`src/rtl/processor_top_pkg.sv`:
```
`default_nettype none
// ============================================================================
// processor_top_pkg : opcodes, constants and default program for processor_top
// Revision: 1.0
// ============================================================================
package processor_top_pkg;

    localparam int         c_REG_IDX_W  = 2;
    localparam logic [7:0] c_INT_VECTOR = 8'hF0;
    localparam logic [7:0] c_NOP        = 8'h00;

    localparam logic [3:0] c_OP_MOV = 4'h1;
    localparam logic [3:0] c_OP_ADD = 4'h2;
    localparam logic [3:0] c_OP_SUB = 4'h3;
    localparam logic [3:0] c_OP_AND = 4'h4;
    localparam logic [3:0] c_OP_OR  = 4'h5;
    localparam logic [3:0] c_OP_INC = 4'h6;
    localparam logic [3:0] c_OP_DEC = 4'h7;
    localparam logic [3:0] c_OP_OUT = 4'h8;
    localparam logic [3:0] c_OP_IN  = 4'h9;
    localparam logic [3:0] c_OP_LDM = 4'hA;
    localparam logic [3:0] c_OP_JZ  = 4'hB;
    localparam logic [3:0] c_OP_JMP = 4'hC;
    localparam logic [3:0] c_OP_JC  = 4'hD;
    localparam logic [3:0] c_OP_RTI = 4'hE;
    localparam logic [3:0] c_OP_HLT = 4'hF;

    // Built-in image of fib.mem: Fibonacci generator plus a bare RTI as the ISR
    function automatic logic [7:0] fib_rom(input logic [7:0] addr);
        logic [7:0] v;
        case (addr)
            8'h00:   v = 8'hA0;
            8'h01:   v = 8'h00;
            8'h02:   v = 8'hA4;
            8'h03:   v = 8'h01;
            8'h04:   v = 8'hAC;
            8'h05:   v = 8'h06;
            8'h06:   v = 8'h80;
            8'h07:   v = 8'h19;
            8'h08:   v = 8'h24;
            8'h09:   v = 8'h12;
            8'h0A:   v = 8'hC3;
            8'hF0:   v = 8'hE0;
            default: v = 8'h00;
        endcase
        return v;
    endfunction

endpackage
`default_nettype wire

```
`src/rtl/proc_alu.sv`:
```
`default_nettype none
// ============================================================================
// proc_alu : combinational ALU for processor_top (MOV and ops 2-7)
// Revision: 1.0
// ============================================================================
module proc_alu
    import processor_top_pkg::*;
(
    input  logic [3:0] i_op,
    input  logic [7:0] i_a,
    input  logic [7:0] i_b,
    input  logic       i_cin,
    output logic [7:0] o_result,
    output logic       o_z,
    output logic       o_c,
    output logic       o_n
);

    logic [8:0] w_wide;
    logic [7:0] w_res;
    logic       w_c;

    // Bit 8 of the 9-bit difference is the borrow for SUB and DEC
    always_comb begin
        w_wide = {1'b0, i_b};
        w_res  = i_b;
        w_c    = i_cin;
        case (i_op)
            c_OP_ADD: begin
                w_wide = {1'b0, i_a} + {1'b0, i_b};
                w_res  = w_wide[7:0];
                w_c    = w_wide[8];
            end
            c_OP_SUB: begin
                w_wide = {1'b0, i_a} - {1'b0, i_b};
                w_res  = w_wide[7:0];
                w_c    = w_wide[8];
            end
            c_OP_AND: begin
                w_res = i_a & i_b;
                w_c   = 1'b0;
            end
            c_OP_OR: begin
                w_res = i_a | i_b;
                w_c   = 1'b0;
            end
            c_OP_INC: begin
                w_wide = {1'b0, i_a} + 9'd1;
                w_res  = w_wide[7:0];
                w_c    = w_wide[8];
            end
            c_OP_DEC: begin
                w_wide = {1'b0, i_a} - 9'd1;
                w_res  = w_wide[7:0];
                w_c    = w_wide[8];
            end
            default: begin
                w_res = i_b;
                w_c   = i_cin;
            end
        endcase
    end

    assign o_result = w_res;
    assign o_z      = (w_res == 8'h00);
    assign o_c      = w_c;
    assign o_n      = w_res[7];

endmodule
`default_nettype wire

```
`src/rtl/processor_top.sv`:
```
`default_nettype none
// ============================================================================
// processor_top : 8-bit two-stage (IF/EX) CPU with ROM, 4 registers, one IRQ
// Revision: 1.0
// ============================================================================
module processor_top
    import processor_top_pkg::*;
#(
    parameter string          ROM_INIT   = "fib.mem",
    parameter logic [7:0]     INT_VECTOR = c_INT_VECTOR,
    parameter logic [2047:0]  ROM_IMAGE  = '0
) (
    input  logic       clk,
    input  logic       rst,
    input  logic [7:0] IN_Port,
    input  logic       Interrupt,
    output logic [7:0] Result_Debug,
    output logic [7:0] PC_Debug,
    output logic       Valid,
    output logic [7:0] OUT_Port
);

    // The default file name selects the built-in program; any other name uses ROM_IMAGE
    localparam bit c_USE_FIB = (ROM_INIT == "fib.mem");

    logic [7:0] r_pc, r_ir, r_epc, r_out, r_result;
    logic [7:0] r_regs [4];
    logic       r_flag_z, r_flag_c, r_flag_n;
    logic       r_sv_z, r_sv_c, r_sv_n;
    logic       r_valid, r_pend, r_mask, r_int_prev;

    logic [3:0]             w_op;
    logic [c_REG_IDX_W-1:0] w_ra, w_rb;
    logic [7:0]             w_a, w_b, w_rom_data, w_alu_res, w_wr_data;
    logic                   w_alu_z, w_alu_c, w_alu_n, w_alu_op, w_wr_en;
    logic                   w_z_nxt, w_c_nxt, w_n_nxt;
    logic                   w_br_taken, w_no_int, w_int_take, w_int_rise;

    assign w_rom_data = c_USE_FIB ? fib_rom(r_pc) : ROM_IMAGE[{r_pc, 3'b000} +: 8];

    assign w_op = r_ir[7:4];
    assign w_ra = r_ir[3:2];
    assign w_rb = r_ir[1:0];
    assign w_a  = r_regs[w_ra];
    assign w_b  = r_regs[w_rb];

    proc_alu u_alu (
        .i_op     (w_op),
        .i_a      (w_a),
        .i_b      (w_b),
        .i_cin    (r_flag_c),
        .o_result (w_alu_res),
        .o_z      (w_alu_z),
        .o_c      (w_alu_c),
        .o_n      (w_alu_n)
    );

    assign w_alu_op  = (w_op >= c_OP_ADD) && (w_op <= c_OP_DEC);
    assign w_wr_en   = w_alu_op || (w_op == c_OP_MOV) || (w_op == c_OP_IN) || (w_op == c_OP_LDM);
    assign w_wr_data = (w_op == c_OP_IN)  ? IN_Port :
                       (w_op == c_OP_LDM) ? w_rom_data : w_alu_res;

    // Flags as they stand once the current instruction completes
    assign w_z_nxt = (w_op == c_OP_RTI) ? r_sv_z : (w_alu_op ? w_alu_z : r_flag_z);
    assign w_c_nxt = (w_op == c_OP_RTI) ? r_sv_c : (w_alu_op ? w_alu_c : r_flag_c);
    assign w_n_nxt = (w_op == c_OP_RTI) ? r_sv_n : (w_alu_op ? w_alu_n : r_flag_n);

    assign w_br_taken = (w_op == c_OP_JMP) || ((w_op == c_OP_JZ) && r_flag_z)
                     || ((w_op == c_OP_JC) && r_flag_c);
    assign w_no_int   = (w_op == c_OP_LDM) || (w_op == c_OP_JZ) || (w_op == c_OP_JMP)
                     || (w_op == c_OP_JC) || (w_op == c_OP_RTI);
    assign w_int_take = r_pend && !w_no_int;
    assign w_int_rise = Interrupt && !r_int_prev;

    always_ff @(posedge clk) begin
        if (!rst) begin
            r_pc       <= 8'h00;
            r_ir       <= c_NOP;
            r_epc      <= 8'h00;
            r_out      <= 8'h00;
            r_result   <= 8'h00;
            for (int i = 0; i < 4; i++) r_regs[i] <= 8'h00;
            r_flag_z   <= 1'b0;
            r_flag_c   <= 1'b0;
            r_flag_n   <= 1'b0;
            r_sv_z     <= 1'b0;
            r_sv_c     <= 1'b0;
            r_sv_n     <= 1'b0;
            r_valid    <= 1'b0;
            r_pend     <= 1'b0;
            r_mask     <= 1'b0;
            r_int_prev <= 1'b0;
        end else begin
            r_int_prev <= Interrupt;
            r_valid    <= (w_op == c_OP_OUT);
            if (w_op == c_OP_OUT) r_out <= w_b;
            if (w_wr_en) begin
                r_regs[w_ra] <= w_wr_data;
                r_result     <= w_wr_data;
            end
            r_flag_z <= w_z_nxt;
            r_flag_c <= w_c_nxt;
            r_flag_n <= w_n_nxt;

            if (w_int_take) begin
                // The instruction being fetched is dropped and refetched after RTI
                r_epc  <= r_pc;
                r_sv_z <= w_z_nxt;
                r_sv_c <= w_c_nxt;
                r_sv_n <= w_n_nxt;
                r_pc   <= INT_VECTOR;
                r_ir   <= c_NOP;
                r_pend <= 1'b0;
                r_mask <= 1'b1;
            end else begin
                if (w_int_rise && !r_mask) r_pend <= 1'b1;
                if (w_op == c_OP_HLT) begin
                    r_pc <= r_pc;
                    r_ir <= r_ir;
                end else if (w_op == c_OP_RTI) begin
                    r_pc   <= r_epc;
                    r_ir   <= c_NOP;
                    r_mask <= 1'b0;
                end else if (w_br_taken) begin
                    r_pc <= w_b;
                    r_ir <= c_NOP;
                end else if (w_op == c_OP_LDM) begin
                    r_pc <= r_pc + 8'd1;
                    r_ir <= c_NOP;
                end else begin
                    r_pc <= r_pc + 8'd1;
                    r_ir <= w_rom_data;
                end
            end
        end
    end

    assign Result_Debug = r_result;
    assign PC_Debug     = r_pc;
    assign Valid        = r_valid;
    assign OUT_Port     = r_out;

endmodule
`default_nettype wire

```
`config.mk`:
```
export PLATFORM = sky130hd
export DESIGN_NAME = processor_top
export DESIGN_NICKNAME = d
export VERILOG_FILES = /design/src/rtl/processor_top_pkg.sv /design/src/rtl/proc_alu.sv /design/src/rtl/processor_top.sv
export SDC_FILE = /design/constraint.sdc
export NUM_CORES = 1
export LEC_CHECK = 0
export CORE_ASPECT_RATIO = 0.7
export CORE_UTILIZATION = 45
export CTS_CLUSTER_SIZE = 14
export DETAILED_ROUTE_END_ITERATION = 12
export PLACE_DENSITY_LB_ADDON = 0.12
export SLEW_MARGIN = 20
export SYNTH_ARGS = -nofsm -noshare
export SYNTH_HDL_FRONTEND = slang
export SYNTH_HIERARCHICAL = 1
export SYNTH_SLANG_ARGS = --single-unit
```
`constraint.sdc`:
```
create_clock -name clk -period 11.21 [get_ports clk]
set_input_delay 1.121 -clock clk [delete_from_list [all_inputs] [get_ports clk]]
set_output_delay 1.121 -clock clk [all_outputs]
set_load 0.05 [all_outputs]
```
==> run metrics <==
outcome=finished, violations left; failing checks=design-rule violations; initial antenna violation count=0; Chip Width=138 um; first-pass GRT wire length=27.7 mm; hold endpoint=OUT_Port[3]; Ports=36; WP data required=11500 ps; Via Count=5348; layout cells sized above 1=0.0917; DIE AREA=13500 um^2; # Post-CTS Setup Buffers=0; Peak supply drop=0.114 mV; Yosys cell types=81; Final Hold Fails=0; placed cell area=6220 um^2; CORE AREA=12500 um^2; Setup crit start kind=flop; DP HPWL=13.0 mm; NumNets Final=726; number of fillers in the final layout=1158; Pre-antenna DRT Iters=9; layout overhead on the synthesized area=10.9%; commonest non-fill, non-tap cell in the layout=nand2_1; Slew HR=0.334; WL final=17.8 mm; Design Area, Final=6510 um^2; RD Place Congestion=0.947; Main synth FF type=dfxtp_1; gr ovfl total=0; slowest stage cell, crit path=mux4_2; drt via density=6.30; Power Density=152 nW/um^2; largest cells by area after synthesis=dfxtp_1 (18%), edfxtp_1 (16%), ha_1 (6.6%); root buffer cell=clkbuf_16; Iteration-0 DRC Markers=566; Rows=34; crit path kind=flop to flop; synthesized flop and latch total=84; R2R Setup Slk=6880 ps; ys async rst share=0; leak pwr=2.29 nW; commonest non-fill, non-tap cells in the layout=nand2_1 (79), nor2_1 (72), dfxtp_1 (52), o21ai_0 (47), a21oi_1 (42); Die H=97.5 um; Resize count post-CTS=0; clock skew=5.92 ps; critical-path cell list=mux4_2 -> inv_1 -> ha_1 -> inv_1 -> fa_1 -> nor2b_1 -> o21ai_0 -> o22a_1 -> a21oi_1 -> o22a_2 -> or3_2 -> nor4_2 -> mux2i_1 -> a21oi_1 -> o22a_1; CTS tree=done; Inserted Diodes=0; Critical Path AT=4620 ps; H-tree depth=3; area leader, netlist=dfxtp_1; Worst Tran Pin Value=991 ps; Hold Crit Depth=2; Fin Setup TNS=0 ps; number of buffers added on ports=35; starting density of the core=0.467; crit end category=flop; max_cap viols=0; Post-synth EDFFs=32; Core Util, Final=0.518; Tmin final=4330 ps; Remaining DRCs=4; max-slew violation count=0; number of buffers created by CTS=9; CP max FO=8; vias in the first global route=4853; clock latency at the later pin of the worst-skew pair=350 ps; Mapped Cells=673; gr usage total=0.268; RR Endpoint=r_sv_z; Final setup viols=0; Sink Count=84; hold_buf cts=0; R2R depth=15; Mean Syn Cell Area=8.72 um^2; routed len/inst=21.0 um; Cell Area, Synth=5870 um^2; Yosys warnings=6; RSZ-0062 raised after global routing=no; final period utilization=0.386; clk buf depth=2; share of the synthesized area in the top cell type=0.177; Hold Path Class=flop to flop; FMAX=231 MHz; delay of the slowest critical-path stage=680 ps; Synth Net Count=717; post-synthesis sequential area ratio=0.341; Worst Min Path Start=OUT_Port[3]; Routed Antenna Nets=0; largest net degree at the start of global routing=50; Worst-path clk slew=70 ps
## sequential cells by signal, indices dropped and copies added, names as in the netlist, named ones only
name          count
OUT_Port          8
PC_Debug          8
Result_Debug      8
Valid             1
r_epc             8
r_flag_c          1
r_flag_z          1
r_int_prev        1
r_ir              8
r_mask            1
r_pend            1
r_regs           32
r_sv_c            1
r_sv_z            1
## final cells by class
| class | instances | area (um^2) | area share |
|---|---|---|---|
| Multi-Input combinational cell | 516 | 3510 | 0.540 |
| Clock buffer | 9 | 225 | 0.0346 |
| Clock inverter | 7 | 57.6 | 0.00885 |
| Sequential cell | 84 | 2000 | 0.308 |
| Tap cell | 162 | 203 | 0.0312 |
| Inverter | 30 | 113 | 0.0173 |
| Timing Repair Buffer | 41 | 395 | 0.0608 |
## Yosys cell counts, drive strengths merged, types with 5 or more instances
cell / count
a21boi: 18
a21oi: 43
a31oi: 11
buf: 8
clkbuf: 35
dfxtp: 52
edfxtp: 32
ha: 31
inv: 30
mux2i: 7
mux4: 16
nand2: 79
nand2b: 9
nand3: 14
nand3b: 8
nand4: 7
nand4b: 5
nor2: 72
nor2b: 17
nor3: 18
nor4: 7
o21ai: 49
o21bai: 5
o221ai: 11
o22a: 5
or3: 5
xnor2: 11
## power breakdown
group	switching [W]	internal [W]
Combinational	0.000221	0.000115
Clock	0.000137	0.000153
Sequential	0.0000226	0.000338
Total	0.000380	0.000606
## cell families after synthesis
| kind of cell | after synthesis | synth area share |
|---|---|---|
| AOI/OAI and AO/OA | 178 | 0.203 |
| muxes | 24 | 0.0753 |
| DFF | 84 | 0.341 |
| and+or+nand+nor | 266 | 0.225 |
| adders and majority gates | 33 | 0.0730 |
| xor gates and xnor gates | 15 | 0.0224 |
| buffers and inverters | 73 | 0.0602 |
## layer usage
metal | vias up | global-route usage | routed length (um)
met2 | 265 | 0.380 | 7290
met4 | 0 | 0.0761 | 452
met3 | 36 | 0.0567 | 1440
li1 | 2465 | - | -
met1 | 2582 | 0.405 | 8610
met5 | - | 0 | 0
## stage by stage
stage          power (W)  instances  hold slack (ps)  setup slack [ps]
2_1_floorplan   0.000600        673              431              7360
3_3_place_gp    0.000693        833              441              6890
3_5_place_dp    0.000695        833              447              6890
4_1_cts         0.000980        849              463              6870
5_1_grt          0.00103        849              483              6600
6_report        0.000987        849              461              6880
## worst max-delay path: cells and delay by family, from the launching register on
| kind | cells | cell delay, ps |
|---|---|---|
| compound gates | 6 | 1130 |
| simple gates | 3 | 880 |
| mux | 2 | 800 |
| flops | 1 | 640 |
| fa+ha+maj | 2 | 570 |
| buf+inv | 2 | 240 |
## how the worst max path moves through the flow
stage | from | to | slack, ps | cells after the start
after CTS | flop | r_sv_z | 6870 | 15
after detailed placement | flop | r_sv_z | 6890 | 15
after global placement | flop | r_sv_z | 6890 | 15
after floorplan | flop | r_sv_z | 7360 | 16
final | flop | r_sv_z | 6880 | 15
after global routing | flop | r_sv_z | 6600 | 15
Note: power is estimated with default switching activity, not from simulation.
